File: src/rtl/vm_ctrl_param_pkg.sv
// Shared types for the parametrised vending-machine controller:
// controller states, front-panel status codes and coin encodings.
package vm_ctrl_param_pkg;

  typedef enum logic [2:0] {
    S_IDLE    = 3'd0,
    S_CHECK   = 3'd1,
    S_COLLECT = 3'd2,
    S_VEND    = 3'd3,
    S_REFUND  = 3'd4
  } state_e;

  typedef enum logic [1:0] {
    ST_NONE         = 2'd0,
    ST_AVAILABLE    = 2'd1,
    ST_OUT_OF_STOCK = 2'd2,
    ST_INSUFFICIENT = 2'd3
  } status_e;

  typedef enum logic [1:0] {
    COIN_INVALID = 2'd0,
    COIN_NICKEL  = 2'd1,
    COIN_DIME    = 2'd2,
    COIN_QUARTER = 2'd3
  } coin_e;

  // Wide enough for the largest coin (25 cents).
  localparam int COIN_VAL_W = 5;

  // Face value of a coin in cents; an invalid code is worth nothing.
  function automatic logic [COIN_VAL_W-1:0] coin_value(input coin_e c);
    case (c)
      COIN_NICKEL:  return 5'd5;
      COIN_DIME:    return 5'd10;
      COIN_QUARTER: return 5'd25;
      default:      return 5'd0;
    endcase
  endfunction

endpackage

File: src/rtl/vm_coin_timer.sv
// Idle timer for the coin-collection phase: loads TIMEOUT, counts down
// towards zero and flags when it has run out.
module vm_coin_timer
  import vm_ctrl_param_pkg::*;
#(
  parameter int TIMEOUT = 255,
  localparam int TW = (TIMEOUT > 0) ? $clog2(TIMEOUT + 1) : 1
) (
  input  logic clk,
  input  logic hrst_n,
  input  logic load,
  input  logic dec,
  output logic zero
);

  logic [TW-1:0] count_q;
  logic [TW-1:0] count_d;

  // Reload wins over decrement; the count saturates at zero.
  always_comb begin
    count_d = count_q;
    if (load) begin
      count_d = TW'(TIMEOUT);
    end else if (dec && (count_q != '0)) begin
      count_d = count_q - TW'(1);
    end
  end

  // Counter register, starts full out of reset.
  always_ff @(posedge clk or negedge hrst_n) begin
    if (!hrst_n) begin
      count_q <= TW'(TIMEOUT);
    end else begin
      count_q <= count_d;
    end
  end

  assign zero = (count_q == '0);

endmodule

File: src/rtl/vm_ctrl_param.sv
// Vending-machine controller: selection check, coin collection with idle
// timeout, dispense with change, refund, and supplier restock of the
// per-slot stock and price tables.
module vm_ctrl_param
  import vm_ctrl_param_pkg::*;
#(
  parameter int N_ITEMS       = 8,
  parameter int CAP           = 16,
  parameter int PRICE_W       = 16,
  parameter int TIMEOUT       = 255,
  parameter int DEFAULT_PRICE = 50,
  localparam int IW = (N_ITEMS > 1) ? $clog2(N_ITEMS) : 1,
  localparam int SW = $clog2(CAP + 1)
) (
  input  logic               clk,
  input  logic               hrst_n,
  input  logic               srst,
  input  logic               sel_valid,
  input  logic [IW-1:0]      sel_idx,
  input  logic               coin_valid,
  input  logic [1:0]         coin,
  input  logic               confirm,
  input  logic               cancel,
  input  logic               restock_valid,
  input  logic [IW-1:0]      restock_idx,
  input  logic [SW-1:0]      restock_count,
  input  logic [PRICE_W-1:0] restock_price,
  output logic [1:0]         status,
  output logic [PRICE_W-1:0] price_out,
  output logic [PRICE_W-1:0] credit,
  output logic               coin_rej,
  output logic               vend_valid,
  output logic [IW-1:0]      vend_idx,
  output logic               change_valid,
  output logic [PRICE_W-1:0] change_amt,
  output logic               restock_ack,
  output logic               restock_err,
  output logic               busy
);

  // Money is handled one bit wider than PRICE_W so overflow and borrow
  // are visible; stock likewise one bit wider than SW.
  localparam int CW = PRICE_W + 1;
  localparam int SX = SW + 1;

  state_e             state_q, state_d;
  status_e            status_q, status_d;
  logic [IW-1:0]      sel_q, sel_d;
  logic [PRICE_W-1:0] price_out_q, price_out_d;
  logic [PRICE_W-1:0] credit_q, credit_d;
  logic [PRICE_W-1:0] change_amt_q, change_amt_d;
  logic [IW-1:0]      vend_idx_q, vend_idx_d;
  logic               coin_rej_q, coin_rej_d;
  logic               vend_valid_q, vend_valid_d;
  logic               change_valid_q, change_valid_d;
  logic               restock_ack_q, restock_ack_d;
  logic               restock_err_q, restock_err_d;
  logic               busy_q, busy_d;

  logic [SW-1:0]      stock_q [N_ITEMS];
  logic [SW-1:0]      stock_d [N_ITEMS];
  logic [PRICE_W-1:0] price_q [N_ITEMS];
  logic [PRICE_W-1:0] price_d [N_ITEMS];

  logic               sel_ok, rs_ok;
  logic [IW-1:0]      sel_rd, rs_rd;
  logic [CW-1:0]      coin_val, coin_sum, change_diff;
  logic               coin_ok, change_pos;
  logic [SX-1:0]      restock_sum, stock_dec;
  logic               timer_load, timer_dec, timer_zero;

  // When N_ITEMS is a power of two every index is a real slot, so the
  // range check would be constant; only build it when it can fail.
  if (N_ITEMS == (1 << IW)) begin : g_idx_pow2
    assign sel_ok = 1'b1;
    assign rs_ok  = 1'b1;
  end else begin : g_idx_range
    assign sel_ok = (int'(sel_q) < N_ITEMS);
    assign rs_ok  = (int'(restock_idx) < N_ITEMS);
  end

  // Table reads always use an in-range index.
  assign sel_rd = sel_ok ? sel_q : '0;
  assign rs_rd  = rs_ok ? restock_idx : '0;

  assign coin_val    = CW'(coin_value(coin_e'(coin)));
  assign coin_sum    = {1'b0, credit_q} + coin_val;
  assign coin_ok     = (coin_val != '0) && !coin_sum[PRICE_W];
  assign change_diff = {1'b0, credit_q} - {1'b0, price_out_q};
  assign change_pos  = !change_diff[PRICE_W] && (change_diff[PRICE_W-1:0] != '0);
  assign restock_sum = {1'b0, stock_q[rs_rd]} + {1'b0, restock_count};
  assign stock_dec   = {1'b0, stock_q[sel_rd]} - SX'(1);

  vm_coin_timer #(
    .TIMEOUT (TIMEOUT)
  ) u_timer (
    .clk    (clk),
    .hrst_n (hrst_n),
    .load   (timer_load),
    .dec    (timer_dec),
    .zero   (timer_zero)
  );

  // Next-state, table updates and pulse outputs for the controller.
  always_comb begin
    state_d        = state_q;
    status_d       = status_q;
    sel_d          = sel_q;
    price_out_d    = price_out_q;
    credit_d       = credit_q;
    change_amt_d   = change_amt_q;
    vend_idx_d     = vend_idx_q;
    coin_rej_d     = 1'b0;
    vend_valid_d   = 1'b0;
    change_valid_d = 1'b0;
    restock_ack_d  = 1'b0;
    restock_err_d  = 1'b0;
    stock_d        = stock_q;
    price_d        = price_q;
    timer_load     = 1'b0;
    timer_dec      = 1'b0;

    // Coins are only taken while collecting; anywhere else they bounce.
    if (coin_valid && (state_q != S_COLLECT)) begin
      coin_rej_d = 1'b1;
    end

    case (state_q)
      S_IDLE: begin
        if (restock_valid) begin
          if (!rs_ok || (restock_sum > SX'(CAP))) begin
            restock_err_d = 1'b1;
          end else begin
            restock_ack_d = 1'b1;
            stock_d[rs_rd] = restock_sum[SW-1:0];
            if (restock_price != '0) begin
              price_d[rs_rd] = restock_price;
            end
          end
        end else if (sel_valid) begin
          sel_d   = sel_idx;
          state_d = S_CHECK;
        end
      end

      S_CHECK: begin
        if (srst) begin
          state_d = S_IDLE;
        end else if (!sel_ok || (stock_q[sel_rd] == '0)) begin
          status_d = ST_OUT_OF_STOCK;
          state_d  = S_IDLE;
        end else begin
          status_d    = ST_AVAILABLE;
          price_out_d = price_q[sel_rd];
          timer_load  = 1'b1;
          state_d     = S_COLLECT;
        end
      end

      S_COLLECT: begin
        // A coin is banked even when the cycle also ends collection, so
        // it is included in whatever is vended or refunded next.
        if (coin_valid && coin_ok) begin
          credit_d   = coin_sum[PRICE_W-1:0];
          timer_load = 1'b1;
        end else begin
          timer_dec = 1'b1;
          if (coin_valid) begin
            coin_rej_d = 1'b1;
          end
        end

        // Confirm is judged on the credit held before this cycle's coin.
        if (srst || cancel || timer_zero) begin
          state_d = S_REFUND;
        end else if (confirm) begin
          if (credit_q >= price_out_q) begin
            state_d = S_VEND;
          end else begin
            status_d = ST_INSUFFICIENT;
          end
        end
      end

      S_VEND: begin
        vend_valid_d = 1'b1;
        vend_idx_d   = sel_q;
        if (!stock_dec[SW]) begin
          stock_d[sel_rd] = stock_dec[SW-1:0];
        end
        if (change_pos) begin
          change_valid_d = 1'b1;
          change_amt_d   = change_diff[PRICE_W-1:0];
        end
        credit_d = '0;
        status_d = ST_NONE;
        state_d  = S_IDLE;
      end

      S_REFUND: begin
        if (credit_q != '0) begin
          change_valid_d = 1'b1;
          change_amt_d   = credit_q;
        end
        credit_d = '0;
        status_d = ST_NONE;
        state_d  = S_IDLE;
      end

      default: begin
        state_d = S_IDLE;
      end
    endcase

    busy_d = (state_d != S_IDLE);
  end

  // Controller state and registered outputs; reset drops any pending pulse.
  always_ff @(posedge clk or negedge hrst_n) begin
    if (!hrst_n) begin
      state_q        <= S_IDLE;
      status_q       <= ST_NONE;
      sel_q          <= '0;
      price_out_q    <= '0;
      credit_q       <= '0;
      change_amt_q   <= '0;
      vend_idx_q     <= '0;
      coin_rej_q     <= 1'b0;
      vend_valid_q   <= 1'b0;
      change_valid_q <= 1'b0;
      restock_ack_q  <= 1'b0;
      restock_err_q  <= 1'b0;
      busy_q         <= 1'b0;
    end else begin
      state_q        <= state_d;
      status_q       <= status_d;
      sel_q          <= sel_d;
      price_out_q    <= price_out_d;
      credit_q       <= credit_d;
      change_amt_q   <= change_amt_d;
      vend_idx_q     <= vend_idx_d;
      coin_rej_q     <= coin_rej_d;
      vend_valid_q   <= vend_valid_d;
      change_valid_q <= change_valid_d;
      restock_ack_q  <= restock_ack_d;
      restock_err_q  <= restock_err_d;
      busy_q         <= busy_d;
    end
  end

  // Stock and price tables; every slot starts empty at the default price.
  always_ff @(posedge clk or negedge hrst_n) begin
    if (!hrst_n) begin
      for (int i = 0; i < N_ITEMS; i++) begin
        stock_q[i] <= '0;
        price_q[i] <= PRICE_W'(DEFAULT_PRICE);
      end
    end else begin
      stock_q <= stock_d;
      price_q <= price_d;
    end
  end

  assign status       = status_q;
  assign price_out    = price_out_q;
  assign credit       = credit_q;
  assign coin_rej     = coin_rej_q;
  assign vend_valid   = vend_valid_q;
  assign vend_idx     = vend_idx_q;
  assign change_valid = change_valid_q;
  assign change_amt   = change_amt_q;
  assign restock_ack  = restock_ack_q;
  assign restock_err  = restock_err_q;
  assign busy         = busy_q;

endmodule

File: config.mk
export PLATFORM = sky130hd
export DESIGN_NAME = vm_ctrl_param
export DESIGN_NICKNAME = d
export VERILOG_FILES = /design/src/rtl/vm_ctrl_param_pkg.sv /design/src/rtl/vm_coin_timer.sv /design/src/rtl/vm_ctrl_param.sv
export SDC_FILE = /design/constraint.sdc
export NUM_CORES = 1
export LEC_CHECK = 0
export BUFFER_PORTS_ARGS = -buffer_cell sky130_fd_sc_hd__buf_2
export CAP_MARGIN = 20
export CORE_MARGIN = 2
export CORE_UTILIZATION = 61
export DETAILED_ROUTE_END_ITERATION = 6
export PLACE_DENSITY_LB_ADDON = 0.1
export SYNTH_ARGS = -nofsm -noshare
export SYNTH_HDL_FRONTEND = slang
export SYNTH_SLANG_ARGS = --single-unit
File: constraint.sdc
create_clock -name clk -period 4.7 [get_ports clk]
set_input_delay 0.47 -clock clk [delete_from_list [all_inputs] [get_ports clk]]
set_output_delay 0.47 -clock clk [all_outputs]
set_load 0.01 [all_outputs]
==> flow_summary.json <==
{
  "grt_pass1_wl_mm": 56.6,
  "powerDensity_mw_per_mm2": 669,
  "cts_inserted_buffers": 26,
  "path_clk_slew_ns": 0.06,
  "cts_sinks": 241,
  "post-place-ws_ns": 0.0355,
  "synthesis.nets": 1288,
  "drive_gt1_share_pct": 25.9,
  "cts_tree": "built",
  "gp_congestion": 0.908,
  "period_needed_ns": 4.30,
  "setup_viol": 0,
  "worst_slack_ns": 0.400,
  "die-area_mm2": 0.0230,
  "ctsResizeCount": 0,
  "ir_drop_mv": 0.406,
  "grt_antenna_before_repair": 0,
  "final_max_slew_viol_count": 0,
  "die_w_um": 152,
  "wirelength_mm": 36.3,
  "num-fill-cells": 1655,
  "multi_input_area_mm2": 0.00681,
  "yosysSeqAreaShare_pct": 45.6,
  "fmax_mhz": 233,
  "async_flop_share_pct": 100,
  "overflow": 0,
  "postRouteAntennaNets": 0,
  "finalHoldViolCount": 0,
  "start_util_pct": 61.6,
  "post_cts_buffers": 0,
  "antenna_cells": 0,
  "tightest_slew_ns": 1.06,
  "rows": 54,
  "syn_area_per_cell_um2": 10.9,
  "hp-class": "in -> reg",
  "fin_area_mm2": 0.0151,
  "cts_root_buffer": "clkbuf_16",
  "period_share_pct": 91.5,
  "netlist_area_mm2": 0.0133,
  "via_per_inst": 6.46,
  "r2r_cells": 16,
  "grt_max_degree": 108,
  "ioPinCount": 96,
  "tns_ns": 0,
  "placed_area_mm2": 0.0142,
  "synth_edf_count": 0,
  "syn2layout_area_growth_pct": 13.6,
  "post_drt_wl_per_cell_um": 22.4,
  "drt_iter0_markers": 951,
  "clock_skew_ns": 0.0202,
  "drv_cap": 0,
  "min_path_cells": 2,
  "core-area_mm2": 0.0216,
  "rsz0062_at_grt": "false",
  "end_kind": "flop",
  "hpwl_mm": 24.8,
  "register_area_mm2": 0.00607,
  "firstDrtPassIters": 5,
  "post-route-drc-count": 0,
  "finish.net_count": 1386,
  "htreeDepth": 1,
  "cp_max_fo": 16,
  "die_y_um": 152,
  "ys_ff_latch": 241,
  "power_uw": 10100,
  "relSlewSlack_pct": 28.5,
  "arrival_ns": 4.72,
  "clk_latency_ns": 0.55,
  "grt_pass1_vias": 10100,
  "ys_types": 77,
  "synth_cells": 1219,
  "num_vias": 10400,
  "clock_path_buffers": 3,
  "synth_warnings": 0,
  "place_inst": 1568,
  "port_buffers": 95,
  "path_class": "reg -> reg",
  "start_kind": "flop",
  "instances_no_fill": 1617,
  "status": "complete, no violations",
  "p_leak_uw": 0.00692,
  "track_usage_pct": 31.8,
  "synthFlopType": "dfrtp_1",
  "worstPathRequired_ns": 5.13
}
[worst max-delay path, cell delays in order, from the launching register on]
cell and delay [ns]:
dfrtp_1 0.40, mux2i_1 0.14, nor2_1 0.05, a31oi_1 0.14, nor2_1 0.06, a221oi_1 0.41
inv_1 0.09, ha_1 0.29, a21o_1 0.19, a21oi_2 0.20, xnor2_2 0.09, or4_4 0.51
a211oi_2 0.37, and3_1 0.34, buf_4 0.20, nand3b_4 0.27, mux2_1 0.43
[sequential cells by signal, indices dropped and copies added, names as in the netlist]
name / flops
change_amt: 16
restock_err: 1
price_q: 128
u_timer.count_q: 8
credit: 16
coin_rej: 1
busy: 1
state_q: 3
restock_ack: 1
stock_q: 40
status: 2
sel_q: 3
change_valid: 1
price_out: 16
vend_valid: 1
vend_idx: 3
[synthesized netlist by cell type (12+ instances only)]
master | count | area, µm²
a21o_1 | 12 | 90.1
a21oi_1 | 71 | 355
a22oi_1 | 48 | 360
and3_1 | 17 | 106
clkbuf_1 | 39 | 146
dfrtp_1 | 209 | 5230
dfstp_2 | 32 | 841
ha_1 | 29 | 363
inv_1 | 40 | 150
mux2_1 | 50 | 563
mux2_2 | 93 | 1050
mux2i_1 | 35 | 350
mux4_2 | 16 | 360
nand2_1 | 59 | 221
nand3_1 | 29 | 145
nor2_1 | 87 | 327
nor2b_1 | 12 | 75.1
nor3_1 | 17 | 85.1
nor4_1 | 15 | 93.8
o21ai_0 | 56 | 280
o2bb2ai_1 | 32 | 280
xnor2_1 | 23 | 201
[final timing paths]
| kind | startpoint | to | slack, ns |
|---|---|---|---|
| min in group asynchronous | hrst_n | stock_q[3]$_DFFE_PN0P_ | 0.53 |
| max in group asynchronous | hrst_n | u_timer.count_q[1]$_DFFE_PN1P_ | 3.14 |
| worst max register to register | stock_q[26]$_DFFE_PN0P_ | price_q[57]$_DFFE_PN0P_ | 0.40 |
| worst max-delay path | stock_q[26]$_DFFE_PN0P_ | price_q[57]$_DFFE_PN0P_ | 0.40 |
| worst min-delay path | sel_idx[0] | sel_q[0]$_DFFE_PN0P_ | 0.15 |
| worst min register to register | vend_idx[1]$_DFFE_PN0P_ | vend_idx[1]$_DFFE_PN0P_ | 0.48 |
[cell type report]
| cell class | count | share of cell area (%) |
|---|---|---|
| clock inverters | 8 | 0.819 |
| repair buffers | 137 | 5.64 |
| clock buffers | 40 | 4.98 |
| inverters | 41 | 1.02 |
| flip-flops and latches | 241 | 40.2 |
| well taps | 280 | 2.32 |
| multi-input cells | 870 | 45.0 |
[routing by layer]
layer	vias up	track usage (%)	routed length, µm
met1	5160	45.6	15400
li1	4740	-	-
met2	448	48.6	16500
met5	-	0	0
met4	0	11.1	1340
met3	91	6.29	3050
[kinds of logic (layout without fill, tap and decap cells)]
group,after synthesis,after routing,share of synthesized area [%]
AOI/OAI and AO/OA,309,309,15.6
xor gates and xnor gates,34,34,2.29
adders and majority gates,32,32,3.18
buffers and inverters,108,226,3.47
DFF,241,241,45.6
muxes,204,204,18.6
and+or+nand+nor,291,291,11.3
[cell usage in the layout (no fill, tap or decap), types with 9 or more instances in the layout]
master and count:
nor2_1 87, o2bb2ai_1 32, a21o_1 12, nand2b_1 11
ha_1 29, dfrtp_1 206, buf_4 37, nor4_1 15
nand3_1 29, xor2_1 10, buf_2 94, dfstp_2 32
mux2_1 50, mux2i_1 35, mux2_2 93, and3_1 17
nor3_1 17, a22o_1 11, clkbuf_1 9, xnor2_1 23
mux2_4 10, clkbuf_16 26, a22oi_1 47, mux4_2 16
inv_1 40, o21ai_0 56, a21oi_1 71, a221oi_1 11
nand2_1 59, nor2b_1 12
[report_power, final]
group	internal [µW]	switching (µW)
registers	3030	705
clock network	1220	856
logic	1950	2340
[stage by stage]
| stage | hold WS [ns] | utilization [%] |
|---|---|---|
| final | 0.148 | 69.9 |
| after global routing | 0.147 | 69.9 |
| after CTS | 0.140 | 69.9 |
| after detailed placement | 0.466 | 65.8 |
| after global placement | 0.458 | 65.8 |
| after floorplan | 0.174 | - |
[repair_timing]
action | in CTS | in global routing
hold endpoints to repair | 41 | 0
endpoints found under the setup margin | 0 | 0
hold buffers | 1 | 0
No activity file was read; power rests on OpenSTA's default activity.
